--- src/rtl/victim_writeback_pkg.sv ---
// rtl/victim_writeback_pkg.sv - shared types and AXI constants for the victim line writeback engine
package victim_writeback_pkg;

  typedef enum logic [1:0] {IDLE, AW, W, B} wb_state_t;

  localparam logic [1:0] BRESP_OKAY = 2'b00;

  typedef logic [31:0] phys_t;
  typedef logic [7:0]  uint8_t;

endpackage

--- src/rtl/victim_writeback.sv ---
// rtl/victim_writeback.sv - drains victim FIFO lines to memory as one incrementing AXI write burst each
// Optional bresp error flag: define VICTIM_WB_BRESP_CHECK_EN to add the sticky wb_error output.
module victim_writeback
  import victim_writeback_pkg::*;
#(
  parameter  int LINE_WIDTH       = 256,
  parameter  int BUS_WIDTH        = 32,
  parameter  int ADDR_WIDTH       = $bits(phys_t),
  localparam int BEATS            = LINE_WIDTH / BUS_WIDTH,
  localparam int LINE_BYTE_OFFSET = $clog2(LINE_WIDTH / 8),
  localparam int LABEL_WIDTH      = ADDR_WIDTH - LINE_BYTE_OFFSET
) (
  input  logic                          clk,
  input  logic                          rst,
  input  logic                          empty,
  input  logic [LABEL_WIDTH+LINE_WIDTH-1:0] rline,
  output logic                          pop,
  output logic [ADDR_WIDTH-1:0]         awaddr,
  output logic [7:0]                    awlen,
  output logic [2:0]                    awsize,
  output logic                          awvalid,
  input  logic                          awready,
  output logic [BUS_WIDTH-1:0]          wdata,
  output logic [BUS_WIDTH/8-1:0]        wstrb,
  output logic                          wlast,
  output logic                          wvalid,
  input  logic                          wready,
  input  logic [1:0]                    bresp,
  input  logic                          bvalid,
  output logic                          bready,
`ifdef VICTIM_WB_BRESP_CHECK_EN
  output logic                          wb_error,
`endif
  output logic                          inflight_valid,
  output logic [LABEL_WIDTH-1:0]        inflight_label,
  output logic                          busy
);

  localparam int CNT_W = (BEATS > 1) ? $clog2(BEATS) : 1;
  localparam logic [CNT_W-1:0] LAST_BEAT = CNT_W'(BEATS - 1);

  typedef logic [LINE_WIDTH-1:0]  data_t;
  typedef logic [LABEL_WIDTH-1:0] label_t;

  wb_state_t        state, state_next;
  data_t            data_q;
  label_t           label_q;
  logic [CNT_W-1:0] cnt;

  always_ff @(posedge clk) begin
    if (rst) state <= IDLE;
    else     state <= state_next;
  end

  always_comb begin
    state_next = state;
    pop        = 1'b0;
    awvalid    = 1'b0;
    wvalid     = 1'b0;
    wlast      = 1'b0;
    bready     = 1'b0;
    unique case (state)
      IDLE: begin
        if (!empty) begin
          pop        = 1'b1;
          state_next = AW;
        end
      end
      AW: begin
        awvalid = 1'b1;
        if (awready) state_next = W;
      end
      W: begin
        wvalid = 1'b1;
        wlast  = (cnt == LAST_BEAT);
        if (wready && wlast) state_next = B;
      end
      B: begin
        bready = 1'b1;
        if (bvalid) state_next = IDLE;
      end
      default: state_next = IDLE;
    endcase
  end

  // The line is buffered at the pop so the FIFO head may change freely afterwards.
  always_ff @(posedge clk) begin
    if (rst) begin
      data_q  <= '0;
      label_q <= '0;
      cnt     <= '0;
    end else begin
      if (pop) begin
        label_q <= rline[LINE_WIDTH +: LABEL_WIDTH];
        data_q  <= rline[LINE_WIDTH-1:0];
      end
      if (awvalid && awready)
        cnt <= '0;
      else if (wvalid && wready)
        cnt <= wlast ? '0 : cnt + 1'b1;
    end
  end

  assign awaddr         = {label_q, {LINE_BYTE_OFFSET{1'b0}}};
  assign awlen          = uint8_t'(BEATS - 1);
  assign awsize         = 3'($clog2(BUS_WIDTH / 8));
  assign wdata          = data_q[BUS_WIDTH*int'(cnt) +: BUS_WIDTH];
  assign wstrb          = '1;
  assign busy           = (state != IDLE);
  assign inflight_valid = busy;
  assign inflight_label = label_q;

`ifdef VICTIM_WB_BRESP_CHECK_EN
  always_ff @(posedge clk) begin
    if (rst)
      wb_error <= 1'b0;
    else if (bvalid && bready && (bresp != BRESP_OKAY))
      wb_error <= 1'b1;
  end
`else
  logic unused_bresp;
  assign unused_bresp = ^bresp;
`endif

endmodule
--- config.mk ---
export PLATFORM = sky130hd
export DESIGN_NAME = victim_writeback
export DESIGN_NICKNAME = d
export VERILOG_FILES = /design/src/rtl/victim_writeback_pkg.sv /design/src/rtl/victim_writeback.sv
export SDC_FILE = /design/constraint.sdc
export NUM_CORES = 1
export LEC_CHECK = 0
export BUFFER_PORTS_ARGS = -buffer_cell sky130_fd_sc_hd__buf_4
export CORE_AREA = 3 3 158 160
export DETAILED_ROUTE_END_ITERATION = 8
export DIE_AREA = 0 0 161 163
export GPL_TIMING_DRIVEN = 0
export HOLD_SLACK_MARGIN = 0.06
export PLACE_DENSITY = 0.81
export SYNTH_ARGS = -nofsm -noshare
export SYNTH_HDL_FRONTEND = slang
export SYNTH_SLANG_ARGS = --single-unit
--- constraint.sdc ---
create_clock -name clk -period 4.1 [get_ports clk]
set_input_delay 0.41 -clock clk [delete_from_list [all_inputs] [get_ports clk]]
set_output_delay 0.41 -clock clk [all_outputs]
set_load 0.05 [all_outputs]
* Yosys cells after proc, flatten, opt, wreduce, memory -nomap -nowiden
Cells that the tools add are included.
** Word-level totals
- Register bits after elaboration :: 288
- Latch bits :: 0
- RAM bits :: 0
- Bits in read-only memories :: 0
- Input bits :: 291
- Logic and storage cells :: 33
- Memories kept :: 0
** Cells by class
- Add/subtract/negate cells :: 1
- $mul :: 0
- Div/mod/pow operators :: 0
- $lt $le $gt $ge :: 0
- Equal/unequal tests :: 8
- Shift-type cells :: 1
- Multiplexer cells :: 12
- Bitwise gates (word level) :: 0
- Reductions and logical operators :: 7
** Operator list (count)
- $shiftx 256x9->32 :: 1
- $mux 2 :: 4
- $ne 2x2->1 const B :: 4
- $pmux 2 s4 :: 1
- $mux 1 :: 6
- $eq 2x2->1 const B :: 2
- $reduce_and 4->1 :: 1
- $add 3x1->3 const B :: 1
- $eq 3x3->1 const B :: 1
- $logic_and 1x1->1 :: 3
- $mux 3 :: 1
- $eq 2x1->1 const B :: 1
- $logic_not 2->1 :: 1
- $reduce_bool 2->1 :: 1
- $reduce_or 2->1 :: 1

* Logic depth before layout (Yosys ltp)
Gate-level depths: netlist (run 1).
- Depth in word-level cells :: 4
- Depth in mapped cells :: 9

* Worst setup path after synthesis (run 1)
OpenSTA, ideal clock, no wires.
- Path type :: register -> output
- Start :: register cnt[0]
- End :: output wdata[10]
- Arrival time :: 1597 ps
- Required time :: 3690 ps
- Setup slack :: 2093 ps
- Stages on the path, launching flop included :: 5
- Path through :: dfxtp_1 > buf_6 > buf_6 > mux4_2 > mux2_2
** Between the ends
- Word-level cells in the longest chain between the ends :: 1
** RTL lines
- from (decl) :: RTL line victim_writeback.sv:48 : logic [CNT_W-1:0] cnt;
- from (signal assigned) :: RTL line victim_writeback.sv:100 : cnt <= wlast ? '0 : cnt + 1'b1;
- $shiftx 256x9->32 :: RTL line victim_writeback.sv:107 : assign wdata = data_q[BUS_WIDTH*int'(cnt) +: BUS_WIDTH];
- to (decl) :: RTL line victim_writeback.sv:23 : output logic [BUS_WIDTH-1:0] wdata,
Every way passes these cells.

* Worst setup path after layout (run 1)
- Start :: register cnt[1]
- End :: output wdata[7]
The elaborated chain is that of the path after synthesis.

==> impl_metrics.py, run 1 <==
metrics = {
    "cells_and_area": {
        "finalNonFillerCells": 2207,
        "nets": 2161,
        "drive_gt1_frac": 0.3143,
        "synthToLayoutAreaGrowth_pct": 35.85,
        "final_cell_mix": "nand2_1, buf_4, dfxtp_1, a21oi_1, clkbuf_1",
        "layout_commonest_cell": "nand2_1",
    },
    "flow_run": {
        "cap_violations": 0,
    },
    "global_route": {
        "grt_use_met1": 0.3743,
        "grt.busiest_layer": "met2",
        "grt_usage": 0.3177,
        "grt_use_met3": 0.06129,
        "grt_antenna_before_repair": 3,
        "grt_use_met2": 0.5586,
        "grt_pass1_wl_microns": 64540,
        "grt-ovfl-total": 0,
        "grt_start_max_net_pins": 15,
        "first_global_vias": 11776,
    },
    "floorplanning": {
        "start_util": 0.5187,
        "pin_count": 404,
        "die_y_microns": 163,
        "rows": 56,
        "dieArea_sq_um": 26240,
        "coreArea_sq_um": 23540,
        "fp.dieW_microns": 161,
    },
    "logic_synthesis": {
        "yosys_warnings": 0,
        "synth_cell_type_count": 28,
        "ys_ff_latch": 288,
        "netlist_instances": 1433,
        "ys_seq_area_frac": 0.4721,
        "syn-mean-instance-area_sq_um": 8.522,
        "syn_area_sq_um": 12210,
    },
    "worst_setup_path": {
        "critPathArrivalTime_ns": 2.81,
        "critPathSlowestCell": "clkbuf_1",
        "critPathMaxFanout": 10,
        "reg2reg_depth": 8,
        "cp.required_ns": 3.69,
        "rr_startpoint": "state[0]",
        "rr_endpoint": "data_q[45]",
        "worst-path-buf-inv": 3,
        "r2r_slack_ns": 1.85,
        "worstPathCellList": "buf_2 > clkbuf_1 > mux4_2 > mux2_2 > buf_4",
        "cp.depth": 5,
        "startpoint": "cnt[1]",
        "crit_path_end_kind": "primary output",
        "critPathLaunchType": "flip-flop",
        "worstSetupPathType": "reg -> out",
        "endpoint": "wdata[7]",
        "max_stage_delay_ns": 0.59,
        "critical-path-top-delay-family": "buffers and inverters",
    },
    "clock_tree": {
        "clockRootBuffer": "clkbuf_16",
        "postCtsHoldBufs": 0,
        "cts_resized": 0,
        "clk_latency_ns": 0.55,
        "clock-sinks": 288,
        "clk_pin_slew_worst_paths_ns": 0.07,
        "postCtsSetupBuffers": 0,
        "h-tree-depth": 1,
        "cts_tree": "done",
        "numCtsBuffers": 30,
        "cts_buffer_depth": 3,
    },
    "sta": {
        "maxSlewHeadroom": 0.4064,
        "slew_violations": 0,
        "fin_setup_tns_ns": 0,
        "finalHoldViolCount": 0,
        "min_period_ns": 3.220,
        "max_freq_ghz": 0.3105,
        "worst_slack_ns": 0.8799,
        "post-route-period-util": 0.7854,
        "rsz0062_at_grt": "false",
        "setup_viol": 0,
        "clock_skew_ns": 0.01263,
        "max_slew.worst_pin.slew_ns": 0.8904,
    },
    "drt": {
        "dr.pass1.iters": 5,
        "avgRoutedWirePerCell_microns": 19.77,
        "ant_nets": 0,
        "wl_microns": 43640,
        "vias_per_cell": 5.382,
        "drt_iter0_drc": 785,
        "num_vias": 11879,
        "drcViolationCount": 0,
    },
    "placed_design": {
        "dp_hpwl_microns": 33240,
        "io_buffers": 380,
        "dp_slack_ns": 1.445,
        "dp_cells": 2150,
        "gp_congestion": 0.8842,
    },
    "power_and_ir_drop": {
        "leakage_nw": 6.947,
        "power_density_nw_per_um2": 610.2,
        "ir_drop_v": 0.0004155,
    },
    "status": {
        "status": "completed",
    },
    "worst_hold_path": {
        "hold_class": "in -> reg",
        "hold_start": "rline[226]",
    },
}
## synthesized netlist by cell type
cell      number  area, sq um
and2_1         2        12.51
nand4b_1       1        8.760
buf_2          9        45.04
buf_8          1        15.01
mux4_4         2        50.05
buf_1         22        82.58
o41ai_1        1        8.760
nand2b_1       1        6.260
clkbuf_1      77        289.0
nand3_1        1        5.000
nand2_1      573         2151
ha_1           7        87.58
dfxtp_1      288         5766
nor2_1         2        7.510
nor4_1         1        6.260
or3_1          1        6.260
inv_1          4        15.01
conb_1         2        7.510
mux4_2        62         1396
nor2b_1        2        12.51
a21boi_0       1        7.510
o311a_1        1        10.01
mux2i_1        2        20.02
inv_2          1        3.750
buf_4         48        360.4
a21oi_1      285         1426
mux2_2        32        360.4
buf_6          4        45.04
## cells by family after synthesis
kind of cell / share of synthesized area
mux: 0.1496
other cells: 0.0006150
compound gates: 0.1190
buf+inv: 0.07008
flops: 0.4721
simple gates: 0.1815
fa+ha+maj: 0.007172
## stage by stage
stage	total power [mW]	hold slack [ns]	util	instance area (sq um)
6_report	10.12	0.1002	0.7047	16590
5_1_grt	10.56	0.09345	0.7047	16590
4_1_cts	10.12	0.08572	0.7046	16590
3_5_place_dp	7.262	0.4438	0.6597	15530
3_3_place_gp	7.165	0.4380	0.6597	15530
2_1_floorplan	5.982	0.4331	-	12280
## power by group
part	switching [mW]	internal [mW]	leakage (nW)
clock	1.17	1.71	0.507
combinational	2.39	1.25	4.08
sequential	0.292	3.31	2.36
total	3.85	6.27	6.95
## registers in the layout (all words and copies together), names as in the netlist
signal,flops
inflight_label,27
data_q,256
state,2
cnt,3
## layer usage
layer  routed length [microns]  vias up
met5                        28        -
met4                      2254        4
met3                      3963      129
met2                     21630      676
met1                     15770     5505
li1                          -     5565
## final cells by class
class,count,area [sq um]
repair buffers,380,2853
inverters,5,18.77
diodes,1,2.502
plain buffers,161,837.1
multi-input cells,997,5658
clock buffers,37,838.3
flip-flops and latches,288,5766
well taps,319,399.1
fillers,1920,6953
clock inverters,19,217.7
## worst min-delay path by stage
stage	slack, ns	end	cells after the start
5_1_grt	0.09	data_q[249]	3
4_1_cts	0.09	data_q[195]	3
2_1_floorplan	0.43	data_q[96]	2
6_report	0.10	data_q[226]	3
3_3_place_gp	0.44	data_q[233]	2
3_5_place_dp	0.44	data_q[91]	2
## tightest hold or removal path, cell delays in order
cell     delay (ns)
buf_4          0.11
nand2_1        0.04
a21oi_1        0.05
Power figures use the tool's default switching activity.
==> run 2, diff against run 1 <==
--- a/config.mk
+++ b/config.mk
@@ -6,12 +6,12 @@
 export NUM_CORES = 1
 export LEC_CHECK = 0
 export BUFFER_PORTS_ARGS = -buffer_cell sky130_fd_sc_hd__buf_4
-export CORE_AREA = 3 3 158 160
+export CORE_MARGIN = 3
+export CORE_UTILIZATION = 46
 export DETAILED_ROUTE_END_ITERATION = 8
-export DIE_AREA = 0 0 161 163
 export GPL_TIMING_DRIVEN = 0
 export HOLD_SLACK_MARGIN = 0.06
-export PLACE_DENSITY = 0.81
+export PLACE_DENSITY = 0.77
 export SYNTH_ARGS = -nofsm -noshare
 export SYNTH_HDL_FRONTEND = slang
 export SYNTH_SLANG_ARGS = --single-unit
==> constraint.sdc (replaced) <==
create_clock -name clk -period 2.9 [get_ports clk]
set_input_delay 0.29 -clock clk [delete_from_list [all_inputs] [get_ports clk]]
set_output_delay 0.29 -clock clk [all_outputs]
set_load 0.05 [all_outputs]
==> run 2 against run 1 <==
Clock-buffer cell count is the same. Combinational power grew 56%. Clock skew shrank 0.0031 ns. Register-to-register slack lost 1.4 ns. First-iteration DRC count grew 63%. Die area grew 8.7%. Largest power group unchanged. Cell count grew 13%. Global-route usage grew 4.2 points. Highest routed layer is now met4. Utilization grew 3.9 points.
==> impl_metrics.py, run 2 (synthesis results as in run 1) <==
metrics = {
    "sta": {
        "worst_slack_ns": 0.06423,
        "fin_setup_tns_ns": 0,
        "maxSlewHeadroom": 0.4495,
        "min_period_ns": 2.836,
        "setup_viol": 0,
        "clock_skew_ns": 0.009482,
        "max_slew.worst_pin.slew_ns": 0.8257,
        "post-route-period-util": 0.9779,
        "max_freq_ghz": 0.3526,
        "finalHoldViolCount": 0,
        "slew_violations": 0,
        "rsz0062_at_grt": "false",
    },
    "drt": {
        "wl_microns": 53460,
        "drcViolationCount": 0,
        "ant_nets": 0,
        "dr_wl_met2_microns": 25950,
        "avgRoutedWirePerCell_microns": 21.35,
        "drt_iter0_drc": 1278,
        "topRoutingLayerUsed": "met4",
        "met3WireLength_microns": 4709,
        "num_vias": 13970,
        "vias_per_cell": 5.579,
        "dr.pass1.iters": 5,
        "wl_met1_microns": 18600,
    },
    "cells_and_area": {
        "final_cell_mix": "nand2_1, buf_4, dfxtp_1, a21oi_1, dlygate4sd3_1",
        "design_area_sq_um": 19370,
        "multi_input_area_sq_um": 5658,
        "largest_reg_flops": 256,
        "synthToLayoutAreaGrowth_pct": 58.64,
        "layout_commonest_cell": "nand2_1",
        "seq_area_sq_um": 5767,
        "nets": 2442,
        "num-fill-cells": 1725,
        "drive_gt1_frac": 0.2750,
        "regMostFlops": "data_q",
    },
    "floorplanning": {
        "dieArea_sq_um": 28540,
        "rows": 59,
        "pin_count": 404,
        "coreArea_sq_um": 26060,
        "start_util": 0.4686,
        "fp.dieW_microns": 168.9,
        "die_y_microns": 168.9,
    },
    "power_and_ir_drop": {
        "leakage_nw": 8.132,
        "power_density_nw_per_um2": 758.3,
        "ir_drop_v": 0.0006322,
    },
    "clock_tree": {
        "clk_latency_ns": 0.55,
        "clockRootBuffer": "clkbuf_16",
        "cts_tree": "done",
        "postCtsSetupBuffers": 0,
        "clock-sinks": 288,
        "cts_buffer_depth": 3,
        "h-tree-depth": 1,
        "numCtsBuffers": 29,
        "clk_pin_slew_worst_paths_ns": 0.07,
    },
    "global_route": {
        "grt_start_max_net_pins": 15,
        "grt_antenna_before_repair": 2,
        "grt_pass1_wl_microns": 80080,
        "grt_usage": 0.3600,
        "grt-ovfl-total": 0,
        "first_global_vias": 14415,
    },
    "flow_run": {
        "cap_violations": 0,
    },
    "placed_design": {
        "place_area_sq_um": 15550,
        "gp_congestion": 0.8623,
        "io_buffers": 380,
        "dp_slack_ns": 0.3755,
        "dp_hpwl_microns": 33630,
    },
    "worst_setup_path": {
        "critPathLaunchType": "flip-flop",
        "cp.required_ns": 2.61,
        "crit_path_end_kind": "primary output",
        "critPathArrivalTime_ns": 2.55,
        "worstSetupPathType": "reg -> out",
        "critPathMaxFanout": 10,
    },
    "worst_hold_path": {
        "hold_class": "in -> reg",
    },
    "status": {
        "status": "completed",
    },
}
## run 2: final timing paths
check	start	end	slack, ns	depth (start not counted)
setup / recovery	cnt[1]	wdata[25]	0.06	5
hold / removal	awready	cnt[0]	0.11	4
setup reg to reg	state[1]	data_q[12]	0.43	8
hold reg to reg	data_q[65]	data_q[65]	0.45	2
## run 2: layout make-up
class,count,area share
antenna,5,0.0006459
sequential,288,0.2977
inverter,5,0.0009688
clock buffer,37,0.04263
buffer,161,0.04373
tap,335,0.02164
multi-input combinational,997,0.2921
timing repair buffer,662,0.2930
clock inverter,14,0.007686
## run 2: stage by stage
stage                     utilization  hold WS (ns)  total power [mW]  std cells
after floorplan                     -        0.4260             8.457       1451
after detailed placement       0.5968        0.4433             10.31       2166
after CTS                      0.7427       0.07600             14.45       2499
after global placement         0.5968        0.4386             10.17       2166
after global routing           0.7431        0.1112             15.27       2501
final                          0.7434        0.1147             14.69       2504
## run 2: report_power, final
part | switching (mW) | leakage [nW] | total, mW | internal [mW]
clock network | 1.62 | 0.495 | 3.88 | 2.26
registers | 0.451 | 2.36 | 5.13 | 4.68
logic | 3.65 | 5.28 | 5.67 | 2.02
total | 5.73 | 8.13 | 14.7 | 8.96
## run 2: routing by layer
layer | GRT usage | vias up
li1 | - | 6130
met1 | 0.4090 | 6584
met2 | 0.6204 | 972
met3 | 0.06446 | 284
met4 | 0.2376 | 0
met5 | 0 | -
## run 2: critical path: stages, from the launching register on
cell	delay, ns
dfxtp_1	0.37
buf_2	0.28
clkbuf_2	0.39
mux4_2	0.42
mux2_2	0.32
buf_4	0.20
## run 2: repair_timing
item / 4_1_cts / 5_1_grt
hold endpoints to repair: 282 / 0
resized for setup: 5 / 2
endpoints found under the setup margin: 32 / 11
hold buffers: 282 / 0
